**src/rtl/cpu_pipe_pkg.sv**
```systemverilog
// cpu_pipe_pkg: shared pipeline constants (MDU state encodings, register-index width, zero register)
package cpu_pipe_pkg;
   localparam int REG_AW = 5;
   localparam logic [4:0] REG_ZERO = 5'd0;
   typedef enum logic {HZ_IDLE = 1'b0, HZ_BUSY = 1'b1} hz_state_e;
endpackage

```
**src/rtl/hazard_ctrl_if.sv**
```systemverilog
// hazard_ctrl_if: ID decode / ID-EX inputs and pipeline-register controls of the hazard controller
//  master: pipeline side (drives decode/EX info, receives controls)
//  slave:  hazard_ctrl side
interface hazard_ctrl_if #(parameter int AW = cpu_pipe_pkg::REG_AW);
   logic [AW-1:0] id_rs, id_rt, ex_rd;
   logic id_use_rs, id_use_rt, id_uses_hilo, ex_mem_read, ex_mdu_start, ex_redirect;
   logic pc_wr, if_id_wr, if_id_flush, id_ex_stall, id_ex_flush, mdu_busy;
   modport master (
      output id_rs, id_rt, ex_rd, id_use_rs, id_use_rt, id_uses_hilo, ex_mem_read, ex_mdu_start, ex_redirect,
      input  pc_wr, if_id_wr, if_id_flush, id_ex_stall, id_ex_flush, mdu_busy
   );
   modport slave (
      input  id_rs, id_rt, ex_rd, id_use_rs, id_use_rt, id_uses_hilo, ex_mem_read, ex_mdu_start, ex_redirect,
      output pc_wr, if_id_wr, if_id_flush, id_ex_stall, id_ex_flush, mdu_busy
   );
endinterface

```
**src/rtl/hazard_ctrl_mdu_busy_tracker.sv**
```systemverilog
// mdu_busy_tracker: MUL/DIV busy FSM; busy is high for MDU_LAT cycles after a start
//  ports: clk, rst (async active-low), start in, busy out
module mdu_busy_tracker import cpu_pipe_pkg::*; #(
   parameter int MDU_LAT = 32
) (
   input  logic clk,
   input  logic rst,
   input  logic start,
   output logic busy
);
   localparam int CW = $clog2(MDU_LAT + 1);
   hz_state_e state_q, state_d;
   logic [CW-1:0] cnt_q, cnt_d;
   always_ff @(posedge clk or negedge rst)
      if (!rst) begin
         state_q <= HZ_IDLE;
         cnt_q   <= '0;
      end else begin
         state_q <= state_d;
         cnt_q   <= cnt_d;
      end
   // a start reloads the counter even when already busy (restart after a flushed MDU op)
   always_comb begin
      state_d = state_q;
      cnt_d   = cnt_q;
      if (start) begin
         state_d = HZ_BUSY;
         cnt_d   = CW'(MDU_LAT);
      end else if (state_q == HZ_BUSY) begin
         cnt_d   = cnt_q - CW'(1);
         state_d = (cnt_q == CW'(1)) ? HZ_IDLE : HZ_BUSY;
      end
   end
   assign busy = (state_q == HZ_BUSY);
endmodule

```
**src/rtl/hazard_ctrl.sv**
```systemverilog
// hazard_ctrl: load-use / HI-LO stall and redirect flush control for PC, IF/ID, ID/EX
//  ports: clk, rst (async active-low), bus (hazard_ctrl_if.slave),
//         perf_stalls/perf_flushes when HAZ_PERF_EN is defined
module hazard_ctrl #(
   parameter int MDU_LAT = 32,
   parameter int REG_AW  = cpu_pipe_pkg::REG_AW,
   parameter int PERF_W  = 32
) (
   input  logic clk,
   input  logic rst,
   hazard_ctrl_if.slave bus
`ifdef HAZ_PERF_EN
   ,
   output logic [PERF_W-1:0] perf_stalls,
   output logic [PERF_W-1:0] perf_flushes
`endif
);
   import cpu_pipe_pkg::*;
   logic busy, load_use, hilo_stall, stall;
   mdu_busy_tracker #(.MDU_LAT(MDU_LAT)) u_mdu (.clk(clk), .rst(rst), .start(bus.ex_mdu_start), .busy(busy));
   assign load_use = bus.ex_mem_read & (bus.ex_rd != REG_AW'(REG_ZERO)) &
                     ((bus.id_use_rs & (bus.id_rs == bus.ex_rd)) | (bus.id_use_rt & (bus.id_rt == bus.ex_rd)));
   assign hilo_stall = busy & bus.id_uses_hilo;
   // the stalling ID instruction is squashed by a redirect, so no stall is needed
   assign stall = (load_use | hilo_stall) & ~bus.ex_redirect;
   // while in reset the pipeline is frozen and both pipeline registers are cleared
   assign bus.pc_wr       = rst & ~stall;
   assign bus.if_id_wr    = rst & ~stall;
   assign bus.id_ex_stall = rst & stall;
   assign bus.if_id_flush = ~rst | bus.ex_redirect;
   assign bus.id_ex_flush = ~rst | bus.ex_redirect;
   assign bus.mdu_busy    = rst & busy;
`ifdef HAZ_PERF_EN
   logic [PERF_W-1:0] stalls_q, stalls_d, flushes_q, flushes_d;
   always_ff @(posedge clk or negedge rst)
      if (!rst) begin
         stalls_q  <= '0;
         flushes_q <= '0;
      end else begin
         stalls_q  <= stalls_d;
         flushes_q <= flushes_d;
      end
   always_comb begin
      stalls_d  = stall ? stalls_q + PERF_W'(1) : stalls_q;
      flushes_d = bus.ex_redirect ? flushes_q + PERF_W'(1) : flushes_q;
   end
   assign perf_stalls  = stalls_q;
   assign perf_flushes = flushes_q;
`endif
   a_start_redirect: assert property (@(posedge clk) disable iff (!rst) !(bus.ex_mdu_start && bus.ex_redirect))
      else $error("ex_mdu_start and ex_redirect asserted together");
endmodule

```
**src/flat_wrapper.sv**
```systemverilog
// flat-port wrapper written by rule: the top's interface ports become plain ports
module hazard_ctrl_flat import cpu_pipe_pkg::*;
#(
   parameter int MDU_LAT = 32,
   parameter int REG_AW  = cpu_pipe_pkg::REG_AW,
   parameter int PERF_W  = 32
)
  (clk, rst, bus_id_rs, bus_id_rt, bus_ex_rd, bus_id_use_rs, bus_id_use_rt, bus_id_uses_hilo, bus_ex_mem_read, bus_ex_mdu_start, bus_ex_redirect, bus_pc_wr, bus_if_id_wr, bus_if_id_flush, bus_id_ex_stall, bus_id_ex_flush, bus_mdu_busy);
  hazard_ctrl_if #(.AW(5)) bus_i ();
  input  logic clk;
  input  logic rst;
  input wire logic [$bits(bus_i.id_rs)-1:0] bus_id_rs;
  input wire logic [$bits(bus_i.id_rt)-1:0] bus_id_rt;
  input wire logic [$bits(bus_i.ex_rd)-1:0] bus_ex_rd;
  input wire logic [$bits(bus_i.id_use_rs)-1:0] bus_id_use_rs;
  input wire logic [$bits(bus_i.id_use_rt)-1:0] bus_id_use_rt;
  input wire logic [$bits(bus_i.id_uses_hilo)-1:0] bus_id_uses_hilo;
  input wire logic [$bits(bus_i.ex_mem_read)-1:0] bus_ex_mem_read;
  input wire logic [$bits(bus_i.ex_mdu_start)-1:0] bus_ex_mdu_start;
  input wire logic [$bits(bus_i.ex_redirect)-1:0] bus_ex_redirect;
  output wire logic [$bits(bus_i.pc_wr)-1:0] bus_pc_wr;
  output wire logic [$bits(bus_i.if_id_wr)-1:0] bus_if_id_wr;
  output wire logic [$bits(bus_i.if_id_flush)-1:0] bus_if_id_flush;
  output wire logic [$bits(bus_i.id_ex_stall)-1:0] bus_id_ex_stall;
  output wire logic [$bits(bus_i.id_ex_flush)-1:0] bus_id_ex_flush;
  output wire logic [$bits(bus_i.mdu_busy)-1:0] bus_mdu_busy;
  assign bus_i.id_rs = bus_id_rs;
  assign bus_i.id_rt = bus_id_rt;
  assign bus_i.ex_rd = bus_ex_rd;
  assign bus_i.id_use_rs = bus_id_use_rs;
  assign bus_i.id_use_rt = bus_id_use_rt;
  assign bus_i.id_uses_hilo = bus_id_uses_hilo;
  assign bus_i.ex_mem_read = bus_ex_mem_read;
  assign bus_i.ex_mdu_start = bus_ex_mdu_start;
  assign bus_i.ex_redirect = bus_ex_redirect;
  assign bus_pc_wr = bus_i.pc_wr;
  assign bus_if_id_wr = bus_i.if_id_wr;
  assign bus_if_id_flush = bus_i.if_id_flush;
  assign bus_id_ex_stall = bus_i.id_ex_stall;
  assign bus_id_ex_flush = bus_i.id_ex_flush;
  assign bus_mdu_busy = bus_i.mdu_busy;
  hazard_ctrl #(.MDU_LAT(MDU_LAT), .REG_AW(REG_AW), .PERF_W(PERF_W)) u_core (.clk(clk), .rst(rst), .bus(bus_i));
endmodule
```
**config.mk**
```make
export PLATFORM = sky130hd
export DESIGN_NAME = hazard_ctrl_flat
export DESIGN_NICKNAME = d
export VERILOG_FILES = /design/src/rtl/cpu_pipe_pkg.sv /design/src/rtl/hazard_ctrl_if.sv /design/src/rtl/hazard_ctrl_mdu_busy_tracker.sv /design/src/rtl/hazard_ctrl.sv /design/src/flat_wrapper.sv
export SDC_FILE = /design/constraint.sdc
export NUM_CORES = 1
export LEC_CHECK = 0
export BUFFER_PORTS_ARGS = -buffer_cell sky130_fd_sc_hd__buf_2
export CELL_PAD_IN_SITES_DETAIL_PLACEMENT = 0
export CELL_PAD_IN_SITES_GLOBAL_PLACEMENT = 1
export CORE_MARGIN = 4
export CORE_UTILIZATION = 32
export DETAILED_ROUTE_END_ITERATION = 12
export PLACE_DENSITY = 0.93
export SLEW_MARGIN = 20
export SYNTH_ARGS = -nofsm -noshare
export SYNTH_HDL_FRONTEND = slang
export SYNTH_SLANG_ARGS = --single-unit
```
**constraint.sdc**
```tcl
create_clock -name clk -period 2.7 [get_ports clk]
set_input_delay 0.27 -clock clk [delete_from_list [all_inputs] [get_ports clk]]
set_output_delay 0.27 -clock clk [all_outputs]
set_load 0.02 [all_outputs]
```
Yosys cells after proc, flatten, opt, wreduce, memory -nomap -nowiden

Cells that the tools add are included.

Register bits: 7
Input bits: 23
Word-level logic and storage cells: 28
Output and inout port bits: 6

Reduce and logical (&&, ||, !) cells: 2
Bitwise gates (word level): 15
$add $sub $neg: 1
Mux-type cells: 5
Equality and inequality tests: 3

Operators with widths:

| operator                                         | count |
|---|---|
| two-way mux 6 bit                                | 2 |
| == test 5 bit                                    | 2 |
| AND 1 bit                                        | 9 |
| == test 6 x 1 -> 1 bit, second input constant    | 1 |
| subtractor 6 x 1 -> 6 bit, second input constant | 1 |
| nonzero test 5 bit                               | 1 |
| two-way mux 1 bit                                | 3 |
| inverter 1 bit                                   | 3 |
| OR 1 bit                                         | 3 |
| nonzero test 2 bit                               | 1 |

Logic depth before layout (Yosys ltp)

Depth after elaboration: 8
Depth in mapped cells: 6
Gate-level depth less buffers: 6

Cells and area by module

From an unflattened synthesis, not the netlist that was laid out.

Cells, all modules: 60
Area, all modules: 551.8 µm²

By module, submodules not included:

| module           | area an instance (µm²) | instances | cells an instance | seq. area each (µm²) |
|---|---|---|---|---|
| mdu_busy_tracker | 360.3                  | 1         | 33                | 175.2 |
| hazard_ctrl      | 191.4                  | 1         | 27                | 0.0 |

Worst setup path before layout

Ideal clock, no wire load.

Path type: input port to output port
Start point: input port bus_ex_rd[0]
End point: output port bus_pc_wr
Slack: 0.971 ns
Required time: 2.430 ns
Arrival time: 1.459 ns
Path buffers: 1
Cell stages on the path: 5
Path through: or4_1 > o21ai_2 > nor2_1 > a21oi_2 > buf_4

Longest elaborated chain between the ends: 8
Elaborated cells between the ends (all ways): 12
Classes of those cells: 2 x eq/ne; 9 x bitwise; 1 x reduce/logical

Ends and longest elaborated chain:

| what               | RTL line           | RTL |
|---|---|---|
| start: declaration | flat_wrapper.sv:14 | `input wire logic [$bits(bus_i.ex_rd)-1:0] bus_ex_rd;` |
| == test 5 bit      | hazard_ctrl.sv:22  | `((bus.id_use_rs & (bus.id_rs == bus.ex_rd)) \| (bus.id_use_rt & (bus.id_rt == bus.ex_rd)));` |
| AND 1 bit          | hazard_ctrl.sv:22  |  |
| OR 1 bit           | hazard_ctrl.sv:22  |  |
| AND 1 bit (*)      | hazard_ctrl.sv:21  | `assign load_use = bus.ex_mem_read & (bus.ex_rd != REG_AW'(REG_ZERO)) &` |
| OR 1 bit (*)       | hazard_ctrl.sv:25  | `assign stall = (load_use \| hilo_stall) & ~bus.ex_redirect;` |
| AND 1 bit (*)      | hazard_ctrl.sv:25  |  |
| inverter 1 bit (*) | --                 |  |
| AND 1 bit (*)      | --                 |  |
| end: declaration   | flat_wrapper.sv:21 | `output wire logic [$bits(bus_i.pc_wr)-1:0] bus_pc_wr;` |

Mark *: on every way between the ends. The rest lies on a longest branch, timed or not.

Worst setup path after layout

Start point: input port rst
End point: output port bus_id_ex_stall

Longest elaborated chain between the ends: 1

Ends and longest elaborated chain:

| what               | RTL line           | RTL |
|---|---|---|
| start: declaration | flat_wrapper.sv:11 | `input logic rst;` |
| AND 1 bit          | hazard_ctrl.sv:29  | `assign bus.id_ex_stall = rst & stall;` |
| end: declaration   | flat_wrapper.sv:24 | `output wire logic [$bits(bus_i.id_ex_stall)-1:0] bus_id_ex_stall;` |

Every way passes these cells.

==> metrics.md <==
| Metric | Value |
|---|---|
| Skew-Pair Late Insertion Delay | 0.25 ns |
| CTS H-Tree Depth | 1 |
| Synthesized netlist net count | 84 |
| Share of the synthesized area in the top cell type | 0.331 |
| Synth cell types | 23 |
| Number of non-filler instances in the completed layout | 105 |
| Final cycle utilization of the critical path | 0.669 |
| Routability cong. | about 0.71 |
| Setup crit start kind | input port |
| Avg Synthesized Cell Area | 8.97 µm² |
| Most numerous cell types in the synthesized netlist | xnor2_1 (13), nor2_1 (8), dfrtp_1 (7), nand2_1 (6) |
| Total standard cell area after synthesis | 529 µm² |
| Starting density of the core | 0.343 |
| Post-synth top area cell | dfrtp_1 |
| Leading register cell type out of synthesis | dfrtp_1 |
| Achievable frequency | 553 MHz |
| Outcome | finished clean |
| Final count of hold timing violations | 0 |
| Total Routed Length | 1160 µm |
| Overall die height | 48.7 µm |
| Tightest Pin Transition | ~0.29 ns |
| Worst Clk Skew | 0.00233 ns |
| Fill cell count | between 100 and 150 |
| Number of clock sinks | 7 |
| Global-route usage over all layers | 0.0960 |
| DR pass1 iterations | 4 |
| Pins over their slew limit | 0 |
| Vias in the first global route | 451 |
| Reg area | 175 µm² |
| Dominant cell by count in the synthesized netlist | xnor2_1 |
| Final cell utilization of the core | 0.458 |
| Crit path capture type | output port |
| Highest fanout seen on the critical path | 10 |
| Number of placement rows | 14 |
| Via/cell ratio | between 4 and 5 |
| R2r setup slk | 1.42 ns |
| Kind of path behind the tightest hold check | input port to flip-flop |
| Antenna violations before repair | 0 |
| Antenna violation net count after detailed routing | 0 |
| Syn-to-layout area delta | 33.3% |
| Top-level I/O count | 29 |
| DRC errors left | 0 |
| Ordered list of cells on the worst path | dlygate4sd3_1 > buf_2 > nand2b_1 > nor2_1 > o2bb2ai_1 > buf_2 |
| Hold Slack | between 0.2 and 0.3 ns |
| Post-placement worst setup slack | 0.968 ns |
| Most Frequent Cell on Critical Path | buf_2 |
| Placed Instances | 100 |
| Wire length of the first global-routing pass | 1780 µm |
| Number of synthesized flops with an enable pin | 0 |
| Crit path DAT | 1.54 ns |
| Flops & latches, synth | 7 |
| Cell at the slowest stage of the critical path | dlygate4sd3_1 |
| Post-synthesis sequential area ratio | 0.331 |
| Detailed-placement wirelength estimate | between 900 and 1000 µm |
| Final std cell area, no fill | a little over 700 µm² |
| Total vias in the final route | roughly 480 |
| Type of the worst setup path | input port to output port |
| Dpl cell area | 669 µm² |
| Number of antenna cells inserted | 0 |
| DRC violation total after the first TritonRoute iteration | 8 |
| Reported leakage power | 0.326 nW |
| CTS tree | built |
| Ys async rst share | 1.00 |
| Crit path time final | 1.81 ns |
| CP max stage delay | around 0.52 ns |
| Fraction of final layout cells sized beyond drive strength 1 | 0.382 |
| Placeable core region | 0.00154 mm² |
| Clock-pin transition on the worst setup and hold timing paths | 0.06 ns |
| Total of endpoints with negative setup slack in the final report | 0 |
| Clock buffer count from CTS | 3 |
| Reported max-cap violation count | 0 |
| Area of the multi-input gates | 327 µm² |
| Syn Inst Count | around 60 |
| Die area | 0.00237 mm² |
| Floorplan die width | 48.7 µm |
| Unrepaired setup endpoints after global routing | false |
| Pwr/cell area | 632 mW/mm² |
| Average detailed-routed wire length per instance | 11.1 µm |
| CTS Buffer Depth | 2 |
| GR Overflow Total | 0 |
| Accumulated negative setup slack | 0 ns |
| Total number of nets in the final design | 115 |
| Main area contributors after synthesis | dfrtp_1 (33%), xnor2_1 (22%), nor2_1 (5.7%), ha_1 (4.7%), nand2_1 (4.3%) |
| Clock tree root buffer cell | clkbuf_4 |
| Post-CTS setup buffers | 0 |
| Port bufs | 28 |
| Worst max-slew margin expressed relative to the limit | 0.808 |
| Least setup slack across all paths after layout | 0.893 ns |
| Total power consumption of the routed design | 0.446 mW |
| Largest net degree at the start of global routing | 11 |
| YS warnings | 0 |
| Worst vdd rail ir drop | around 0.19 mV |
| Data required time at the worst endpoint | between 2 and 2.5 ns |
path summary, 6_finish.rpt:
| kind | startpoint | to | depth (start not counted) |
|---|---|---|---|
| setup / recovery | rst | bus_id_ex_stall | 6 |
| hold / removal | bus_ex_mdu_start | u_core.u_mdu.cnt_q[0] | 2 |
| setup reg to reg | u_core.u_mdu.cnt_q[0] | u_core.u_mdu.cnt_q[5] | 4 |
| hold reg to reg | u_core.u_mdu.cnt_q[5] | u_core.u_mdu.cnt_q[5] | 2 |
| max in group asynchronous | rst | u_core.u_mdu.cnt_q[5] | 2 |
| min in group asynchronous | rst | u_core.u_mdu.cnt_q[2] | 2 |
what timing repair did:
| item | 4_1_cts | 5_1_grt |
|---|---|---|
| gates resized for setup | 0 | 0 |
| hold endpoints to repair | 7 | 0 |
| hold buffers | 1 | 0 |
report_power, final:
part           internal, mW  switching [mW]
combinational        0.0882          0.0812
clock                0.0566          0.0409
sequential            0.139          0.0395
sequential cells by signal (all words and copies together), names as in the netlist:
| register | flops |
|---|---|
| u_core.u_mdu.busy | 1 |
| u_core.u_mdu.cnt_q | 6 |
worst max-delay path: cells and delay by family:
| kind | cells | cell delay, ns |
|---|---|---|
| buffers and inverters | 3 | 0.92 |
| AOI/OAI and AO/OA | 1 | 0.11 |
| and+or+nand+nor | 2 | 0.24 |
final cells by class:
type | count | share of cell area
Sequential cell | 7 | 0.248
Inverter | 2 | 0.0106
Clock buffer | 4 | 0.0372
Tap cell | 16 | 0.0284
Timing Repair Buffer | 29 | 0.213
Multi-Input combinational cell | 47 | 0.463
logic make-up after synthesis:
group                      Yosys count  synth area share
buffers and inverters                5            0.0520
adders and majority gates            2            0.0473
AOI/OAI and AO/OA                    7            0.0993
xor gates and xnor gates            15             0.248
and+or+nand+nor                     23             0.222
DFF                                  7             0.331
placed cells by master, fill, tap and decap left out:
cell,count
a21o_1,1
nor3_1,1
nor4b_2,1
and2_1,1
clkbuf_4,3
o2bb2ai_1,1
a211oi_1,1
a21oi_2,1
nor4_1,1
nand4_1,2
o21ai_2,1
nand2_1,6
nor2_1,8
clkbuf_1,1
or4_1,1
dlygate4sd3_1,1
nand2b_1,2
ha_1,2
o22ai_1,1
dfrtp_1,7
xnor2_1,13
xor2_1,2
inv_1,2
buf_2,28
o21ai_0,1
routing by layer:
metal  vias to the layer above  track usage  routed length, µm
met1                       215       0.0996                476
met5                         -            0                  0
li1                        255            -                  -
met2                        10        0.167                627
met3                         2       0.0123                 38
met4                         0       0.0807                 21
No activity file was read; power rests on OpenSTA's default activity.
